<file path="src/rtl/mmp_iddmm_pkg.sv">
// Shared types for the IDDMM accumulator: digit/product widths and the accumulator FSM states.
package mmp_iddmm_pkg;
    localparam int DIGIT_W = 128;

    typedef logic [DIGIT_W-1:0]   digit_t;
    typedef logic [2*DIGIT_W-1:0] prod_t;

    typedef enum logic [1:0] {
        IDLE  = 2'd0,
        RUN   = 2'd1,
        FLUSH = 2'd2
    } acc_state_t;
endpackage

</file>
<file path="src/rtl/mmp_iddmm_acc128_if.sv">
// Product-in / digit-out stream bundle of the IDDMM accumulator.
// slave = the accumulator, master = the multiplier/RAM side.
interface mmp_iddmm_acc128_if #(
    parameter int CNT_W = 8
);
    import mmp_iddmm_pkg::*;

    prod_t             prod_in;
    digit_t            add_in;
    logic              in_valid;
    logic              in_first;
    logic              in_last;
    logic              in_ready;
    digit_t            out_digit;
    logic [CNT_W-1:0]  out_idx;
    logic              out_valid;
    logic              out_last;
    logic              out_ready;
    logic              busy;
    logic              seq_err;

    modport master (
        output prod_in, add_in, in_valid, in_first, in_last, out_ready,
        input  in_ready, out_digit, out_idx, out_valid, out_last, busy, seq_err
    );

    modport slave (
        input  prod_in, add_in, in_valid, in_first, in_last, out_ready,
        output in_ready, out_digit, out_idx, out_valid, out_last, busy, seq_err
    );
endinterface

</file>
<file path="src/rtl/mmp_iddmm_acc_outreg.sv">
// Output holding register: keeps digit/idx/last stable until the downstream takes it.
module mmp_iddmm_acc_outreg
    import mmp_iddmm_pkg::*;
#(
    parameter int CNT_W = 8
) (
    input  logic             clk,
    input  logic             rst_n,
    input  logic             i_load,
    input  digit_t           i_digit,
    input  logic [CNT_W-1:0] i_idx,
    input  logic             i_last,
    input  logic             i_ready,
    output logic             o_can_load,
    output logic             o_valid,
    output digit_t           o_digit,
    output logic [CNT_W-1:0] o_idx,
    output logic             o_last
);
    logic             r_valid;
    digit_t           r_digit;
    logic [CNT_W-1:0] r_idx;
    logic             r_last;

    // A new value may enter when the slot is empty or is being emptied this cycle.
    assign o_can_load = !r_valid || i_ready;

    always_ff @(posedge clk) begin
        if (!rst_n) begin
            r_valid <= 1'b0;
            r_digit <= '0;
            r_idx   <= '0;
            r_last  <= 1'b0;
        end else if (i_load) begin
            r_valid <= 1'b1;
            r_digit <= i_digit;
            r_idx   <= i_idx;
            r_last  <= i_last;
        end else if (i_ready) begin
            r_valid <= 1'b0;
        end
    end

    assign o_valid = r_valid;
    assign o_digit = r_digit;
    assign o_idx   = r_idx;
    assign o_last  = r_last;
endmodule

</file>
<file path="src/rtl/mmp_iddmm_acc128.sv">
// IDDMM digit accumulator: digit = low(prod + add + carry), then a final carry digit per operation.
// Optional protocol checking is enabled by defining MMP_ACC_SEQ_CHECK_EN.
module mmp_iddmm_acc128
    import mmp_iddmm_pkg::*;
#(
    parameter int CNT_W = 8
) (
    input  logic                  clk,
    input  logic                  rst_n,
    mmp_iddmm_acc128_if.slave     bus
);
    localparam logic [CNT_W-1:0] IDX_ONE = {{(CNT_W-1){1'b0}}, 1'b1};

    acc_state_t       r_state;
    acc_state_t       w_state_next;
    digit_t           r_carry;

    logic             w_can_load;
    logic             w_in_ready;
    logic             w_in_fire;
    logic             w_flush_fire;
    logic             w_first_eff;
    logic             w_busy;
    logic             w_load;

    digit_t           w_c_eff;
    prod_t            w_sum;
    digit_t           w_load_digit;
    logic [CNT_W-1:0] w_load_idx;

    logic             w_out_valid;
    digit_t           w_out_digit;
    logic [CNT_W-1:0] w_out_idx;
    logic             w_out_last;
    logic             w_seq_err;

    always_ff @(posedge clk) begin
        if (!rst_n) begin
            r_state <= IDLE;
        end else begin
            r_state <= w_state_next;
        end
    end

    always_comb begin
        w_state_next = r_state;
        case (r_state)
            IDLE:    if (w_in_fire) w_state_next = bus.in_last ? FLUSH : RUN;
            RUN:     if (w_in_fire && bus.in_last) w_state_next = FLUSH;
            FLUSH:   if (w_can_load) w_state_next = IDLE;
            default: w_state_next = IDLE;
        endcase
    end

    always_comb begin
        w_in_ready   = (r_state != FLUSH) && w_can_load;
        w_in_fire    = bus.in_valid && w_in_ready;
        w_flush_fire = (r_state == FLUSH) && w_can_load;
        // A beat arriving in IDLE always starts a new operation, flagged or not.
        w_first_eff  = bus.in_first || (r_state == IDLE);
        w_busy       = (r_state != IDLE);
        w_load       = w_in_fire || w_flush_fire;
    end

    // Sum is exact in 2*DIGIT_W bits, so the upper half is the whole carry.
    assign w_c_eff      = w_first_eff ? '0 : r_carry;
    assign w_sum        = bus.prod_in + prod_t'(bus.add_in) + prod_t'(w_c_eff);
    assign w_load_digit = w_in_fire ? w_sum[DIGIT_W-1:0] : r_carry;
    assign w_load_idx   = (w_in_fire && w_first_eff) ? '0 : (w_out_idx + IDX_ONE);

    always_ff @(posedge clk) begin
        if (!rst_n) begin
            r_carry <= '0;
        end else if (w_in_fire) begin
            r_carry <= w_sum[2*DIGIT_W-1:DIGIT_W];
        end else if (w_flush_fire) begin
            r_carry <= '0;
        end
    end

    mmp_iddmm_acc_outreg #(
        .CNT_W (CNT_W)
    ) u_outreg (
        .clk        (clk),
        .rst_n      (rst_n),
        .i_load     (w_load),
        .i_digit    (w_load_digit),
        .i_idx      (w_load_idx),
        .i_last     (w_flush_fire),
        .i_ready    (bus.out_ready),
        .o_can_load (w_can_load),
        .o_valid    (w_out_valid),
        .o_digit    (w_out_digit),
        .o_idx      (w_out_idx),
        .o_last     (w_out_last)
    );

`ifdef MMP_ACC_SEQ_CHECK_EN
    logic r_seq_err;

    always_ff @(posedge clk) begin
        if (!rst_n) begin
            r_seq_err <= 1'b0;
        end else if ((w_in_fire && (r_state == RUN) && bus.in_first) ||
                     (w_in_fire && (r_state == IDLE) && !bus.in_first) ||
                     ((r_state == FLUSH) && bus.in_valid)) begin
            r_seq_err <= 1'b1;
        end
    end

    assign w_seq_err = r_seq_err;
`else
    assign w_seq_err = 1'b0;
`endif

    assign bus.in_ready  = w_in_ready;
    assign bus.out_valid = w_out_valid;
    assign bus.out_digit = w_out_digit;
    assign bus.out_idx   = w_out_idx;
    assign bus.out_last  = w_out_last;
    assign bus.busy      = w_busy;
    assign bus.seq_err   = w_seq_err;
endmodule

</file>
<file path="src/flat_wrapper.sv">
// flat-port wrapper written by rule: the top's interface ports become plain ports
module mmp_iddmm_acc128_flat import mmp_iddmm_pkg::*;
#(
    parameter int CNT_W = 8
)
  (clk, rst_n, bus_prod_in, bus_add_in, bus_in_valid, bus_in_first, bus_in_last, bus_out_ready, bus_in_ready, bus_out_digit, bus_out_idx, bus_out_valid, bus_out_last, bus_busy, bus_seq_err);
  mmp_iddmm_acc128_if #(.CNT_W(CNT_W)) bus_i ();
  input  logic clk;
  input  logic rst_n;
  input wire logic [$bits(bus_i.prod_in)-1:0] bus_prod_in;
  input wire logic [$bits(bus_i.add_in)-1:0] bus_add_in;
  input wire logic [$bits(bus_i.in_valid)-1:0] bus_in_valid;
  input wire logic [$bits(bus_i.in_first)-1:0] bus_in_first;
  input wire logic [$bits(bus_i.in_last)-1:0] bus_in_last;
  input wire logic [$bits(bus_i.out_ready)-1:0] bus_out_ready;
  output wire logic [$bits(bus_i.in_ready)-1:0] bus_in_ready;
  output wire logic [$bits(bus_i.out_digit)-1:0] bus_out_digit;
  output wire logic [$bits(bus_i.out_idx)-1:0] bus_out_idx;
  output wire logic [$bits(bus_i.out_valid)-1:0] bus_out_valid;
  output wire logic [$bits(bus_i.out_last)-1:0] bus_out_last;
  output wire logic [$bits(bus_i.busy)-1:0] bus_busy;
  output wire logic [$bits(bus_i.seq_err)-1:0] bus_seq_err;
  assign bus_i.prod_in = bus_prod_in;
  assign bus_i.add_in = bus_add_in;
  assign bus_i.in_valid = bus_in_valid;
  assign bus_i.in_first = bus_in_first;
  assign bus_i.in_last = bus_in_last;
  assign bus_i.out_ready = bus_out_ready;
  assign bus_in_ready = bus_i.in_ready;
  assign bus_out_digit = bus_i.out_digit;
  assign bus_out_idx = bus_i.out_idx;
  assign bus_out_valid = bus_i.out_valid;
  assign bus_out_last = bus_i.out_last;
  assign bus_busy = bus_i.busy;
  assign bus_seq_err = bus_i.seq_err;
  mmp_iddmm_acc128 #(.CNT_W(CNT_W)) u_core (.clk(clk), .rst_n(rst_n), .bus(bus_i));
endmodule
</file>
<file path="config.mk">
export PLATFORM = sky130hd
export DESIGN_NAME = mmp_iddmm_acc128_flat
export DESIGN_NICKNAME = d
export VERILOG_FILES = /design/src/rtl/mmp_iddmm_pkg.sv /design/src/rtl/mmp_iddmm_acc128_if.sv /design/src/rtl/mmp_iddmm_acc_outreg.sv /design/src/rtl/mmp_iddmm_acc128.sv /design/src/flat_wrapper.sv
export SDC_FILE = /design/constraint.sdc
export NUM_CORES = 1
export LEC_CHECK = 0
export CAP_MARGIN = 5
export CORE_ASPECT_RATIO = 1.75
export CORE_MARGIN = 2
export CORE_UTILIZATION = 52
export DETAILED_ROUTE_END_ITERATION = 8
export PLACE_DENSITY = 0.8
export SLEW_MARGIN = 5
export SYNTH_ARGS = -nofsm -noshare
export SYNTH_HDL_FRONTEND = slang
export SYNTH_SLANG_ARGS = --single-unit
export TNS_END_PERCENT = 30
</file>
<file path="constraint.sdc">
create_clock -name clk -period 6.8 [get_ports clk]
set_input_delay 1.02 -clock clk [delete_from_list [all_inputs] [get_ports clk]]
set_output_delay 1.02 -clock clk [all_outputs]
set_load 0.02 [all_outputs]
</file>
==> run_summary.xml <==
<?xml version="1.0" encoding="UTF-8"?>
<metrics>
  <group name="global_route">
    <metric name="number_of_global_route_vias_before_repair" unit="">32050</metric>
    <metric name="total_routing_resource_utilization_after_global_routing" unit="%">51.24</metric>
    <metric name="grt_remaining_overflow" unit="">0</metric>
    <metric name="grt_max_degree" unit="">101</metric>
    <metric name="grt_pass1_wl" unit="um">198600</metric>
    <metric name="grt_antenna_before_repair" unit="">22</metric>
  </group>
  <group name="worst_setup_path">
    <metric name="critical_path_peak_fanout" unit="">57</metric>
    <metric name="end_kind" unit="">register</metric>
    <metric name="worst_setup_path_start_kind" unit="">input pin</metric>
    <metric name="cpPeakStageDelay" unit="ns">0.92</metric>
    <metric name="crit_slowest_cell" unit="">a2111oi_0</metric>
    <metric name="critical_path_class" unit="">in -&gt; reg</metric>
    <metric name="worst_ep_arrival_time" unit="ns">6.61</metric>
    <metric name="worst-endpoint-required" unit="ns">7.27</metric>
    <metric name="critical_path.cell_chain" unit="">clkdlybuf4s50_1, nor2b_4, buf_12, and2_1, fa_1, ha_1, and2_1, nand3b_2, a211oi_2, o21ai_1, a211oi_2, o2111ai_1, buf_4, a2111oi_0, nor3_1, o41ai_1, xnor2_1, a21oi_1</metric>
  </group>
  <group name="cts">
    <metric name="tritoncts_num_sinks" unit="">268</metric>
    <metric name="clk_pin_slew_worst_paths" unit="ns">0.07</metric>
    <metric name="cts_hold_repair.buffers" unit="">0</metric>
    <metric name="cts-root-buf" unit="">clkbuf_16</metric>
    <metric name="post-cts-setup-buffer-count" unit="">0</metric>
    <metric name="cts_max_level" unit="">1</metric>
    <metric name="post_cts.resized_instances" unit="">0</metric>
    <metric name="worst_skew_pair.late_latency" unit="ns">0.62</metric>
    <metric name="cts_buffers" unit="">29</metric>
    <metric name="tritoncts" unit="">done</metric>
    <metric name="clockBufferDepth" unit="">3</metric>
  </group>
  <group name="synthesis">
    <metric name="synth_top_cell_by_area" unit="">dfxtp_1</metric>
    <metric name="synth-seq-cells" unit="">268</metric>
    <metric name="synth_cells" unit="">3485</metric>
    <metric name="syn_area_per_cell" unit="um2">7.475</metric>
    <metric name="synthDistinctLibCells" unit="">83</metric>
    <metric name="synth_warnings" unit="">0</metric>
    <metric name="synth_nets" unit="">4133</metric>
    <metric name="sequential_fraction_of_the_synthesis_area" unit="%">20.60</metric>
    <metric name="main_synth_ff_type" unit="">dfxtp_1</metric>
    <metric name="post-synth-top-area-fraction" unit="%">20.60</metric>
    <metric name="synthesized_area" unit="um2">26050</metric>
    <metric name="post_synth_arst_share" unit="%">0</metric>
    <metric name="synth_top_cells_by_area" unit="">dfxtp_1 (21%), fa_1 (9.9%), nand2_1 (7.9%)</metric>
    <metric name="number_of_enable_flip_flop_cells_after_synthesis" unit="">0</metric>
  </group>
  <group name="floorplan">
    <metric name="die_height" unit="um">300.1</metric>
    <metric name="floorplan.initialDensity" unit="%">52.53</metric>
    <metric name="std_cell_rows" unit="">108</metric>
    <metric name="die_width" unit="um">173.2</metric>
    <metric name="num_io_pins" unit="">531</metric>
    <metric name="coreArea" unit="um2">49590</metric>
    <metric name="floorplan.die_area" unit="um2">51970</metric>
  </group>
  <group name="layout">
    <metric name="layout_filler_cell_count" unit="">4233</metric>
    <metric name="drive_above_1_share" unit="%">5.831</metric>
    <metric name="final_area" unit="um2">33590</metric>
    <metric name="layout.core_utilization" unit="%">67.74</metric>
    <metric name="layout-area-overhead-vs-synth" unit="%">28.96</metric>
    <metric name="layout.nets" unit="">4638</metric>
  </group>
  <group name="routing">
    <metric name="starting_drc_count_in_detailed_routing" unit="">3029</metric>
    <metric name="drt.antenna.violating_nets" unit="">0</metric>
    <metric name="avgRoutedWirePerCell" unit="um">29.27</metric>
    <metric name="num_vias" unit="">31790</metric>
    <metric name="drt-total-wl" unit="um">137300</metric>
    <metric name="first_pass_iters" unit="">8</metric>
    <metric name="drt_via_density" unit="">6.778</metric>
    <metric name="detail_route.drc_violations" unit="">1</metric>
  </group>
  <group name="pwr">
    <metric name="ir_worst_vdd" unit="V">0.0001979</metric>
    <metric name="powerDensity" unit="nW/um2">197.8</metric>
    <metric name="finalPower" unit="mW">6.643</metric>
    <metric name="leakagePower" unit="nW">12.84</metric>
  </group>
  <group name="timing">
    <metric name="worst_slew_pin_slew" unit="ns">1.157</metric>
    <metric name="tns" unit="ns">0</metric>
    <metric name="relSlewSlack" unit="%">22.69</metric>
    <metric name="finalWorstPathRequiredPeriod" unit="ns">6.139</metric>
    <metric name="finalHoldViolCount" unit="">0</metric>
    <metric name="finalSetupViolCount" unit="">0</metric>
    <metric name="maxSlewViolCount" unit="">0</metric>
    <metric name="fin_crit_sh" unit="%">90.28</metric>
    <metric name="unrepaired_setup_endpoints_after_global_routing" unit="">no</metric>
    <metric name="fmax" unit="MHz">162.9</metric>
    <metric name="final.setup_skew" unit="ns">0.02000</metric>
  </group>
  <group name="placed_design">
    <metric name="place.detailed.hpwl" unit="um">109800</metric>
    <metric name="place_congestion" unit="">1.111</metric>
    <metric name="placed_cell_area" unit="um2">32550</metric>
    <metric name="io_buffers" unit="">529</metric>
  </group>
  <group name="job">
    <metric name="max_cap_violations" unit="">0</metric>
  </group>
  <group name="outcome">
    <metric name="status" unit="">finished, violations left</metric>
    <metric name="violated_checks" unit="">DRC</metric>
  </group>
  <group name="hold_path">
    <metric name="min_path_type" unit="">reg -&gt; reg</metric>
  </group>
</metrics>
final timing paths:
path / from / slack, ns / endpoint / cells after the start
worst max-delay path: bus_in_first / 0.66 / u_core.u_outreg.o_digit[108] / 18
worst min-delay path: u_core.u_outreg.o_digit[3] / 0.47 / u_core.u_outreg.o_digit[3] / 2
worst max register to register: u_core.r_state[1] / 0.85 / u_core.u_outreg.o_digit[108] / 18
worst min register to register: u_core.u_outreg.o_digit[3] / 0.47 / u_core.u_outreg.o_digit[3] / 2
cell usage after synthesis (21+ instances only):
cell type	instances
inv_1	44
and2_1	144
o21bai_1	35
nor2_1	268
fa_1	129
mux2i_1	21
nand4_1	137
a311oi_1	29
xor2_1	97
nor3_1	85
a21oi_1	293
xnor2_1	123
or3_1	24
o221ai_1	36
nand2_1	549
o21a_1	26
buf_2	50
and3_1	60
dfxtp_1	268
nand3_1	135
nand2b_1	23
ha_1	129
nor4_1	44
o21ai_0	245
nor2b_1	24
clkbuf_1	132
a21o_1	57
sequential cells by signal, summed over array words and instances, names as in the netlist:
name and cells:
u_core.r_state 2, u_core.u_outreg.o_last 1, u_core.r_carry 128, u_core.u_outreg.o_idx 8
u_core.u_outreg.o_valid 1, u_core.u_outreg.o_digit 128
final cells by class:
class / instances / area (um2) / area share [%]
Antenna cell: 17 / 42.54 / 0.1266
Tap cell: 660 / 825.8 / 2.458
Multi-Input combinational cell: 2971 / 19730 / 58.72
Clock buffer: 35 / 758.2 / 2.257
Timing Repair Buffer: 675 / 6461 / 19.23
Inverter: 45 / 168.9 / 0.5028
Sequential cell: 268 / 5365 / 15.97
Clock inverter: 19 / 245.2 / 0.7300
layer usage:
metal / up-vias / part of all wire [%] / GRT usage (%)
li1: 13600 / - / -
met2: 2430 / 46 / 84.44
met5: - / 0.058 / 0
met1: 14740 / 30 / 49.13
met3: 1011 / 9.8 / 12.59
met4: 10 / 15 / 59.06
report_power, final:
part           internal, mW  leakage [nW]  switching (mW)
sequential             1.73          2.21           0.174
combinational          1.17          10.1            1.78
clock                 0.989         0.483           0.793
total                  3.89          12.8            2.75
worst max-delay path: cells and delay by family:
family | cells | cell delay [ns]
XOR/XNOR | 1 | 0.19
buffers and inverters | 3 | 0.87
AND/OR/NAND/NOR | 5 | 1.00
AO/OA/AOI/OAI | 7 | 2.67
adder cells (fa/ha/maj) | 2 | 0.77
metrics by stage:
step | hold WS (ns) | setup slack [ns] | instances
6_report | 0.4687 | 0.6609 | 4690
4_1_cts | 0.4701 | 0.7844 | 4673
3_3_place_gp | 0.4460 | 0.2202 | 4619
3_5_place_dp | 0.4607 | 0.1540 | 4619
5_1_grt | 0.4827 | 0.4702 | 4683
2_1_floorplan | 0.4305 | 1.567 | 3485
layout by cell type, fill, tap and decap left out, types with 17 or more instances in the layout:
cell               n
nand2_1          546
clkdlybuf4s50_1  528
a21oi_1          293
dfxtp_1          268
nor2_1           266
o21ai_0          245
and2_1           143
buf_4            140
nand4_1          137
nand3_1          135
fa_1             129
ha_1             129
xnor2_1          123
xor2_1            97
nor3_1            84
and3_1            59
a21o_1            57
inv_1             44
nor4_1            44
o221ai_1          36
o21bai_1          35
a311oi_1          29
clkbuf_16         29
o21a_1            26
or3_1             24
nor2b_1           23
nand2b_1          23
mux2i_1           21
a221oi_1          19
a211oi_1          19
diode_2           17
cell families after synthesis:
logic type / share of synthesized area, %
other: 0.01440
xor gates and xnor gates: 7.397
DFF: 20.60
muxes: 0.8934
AOI/OAI and AO/OA: 22.14
buffers and inverters: 3.915
adders and majority gates: 16.11
and+or+nand+nor: 28.93
(Power assumes the default switching activity.)
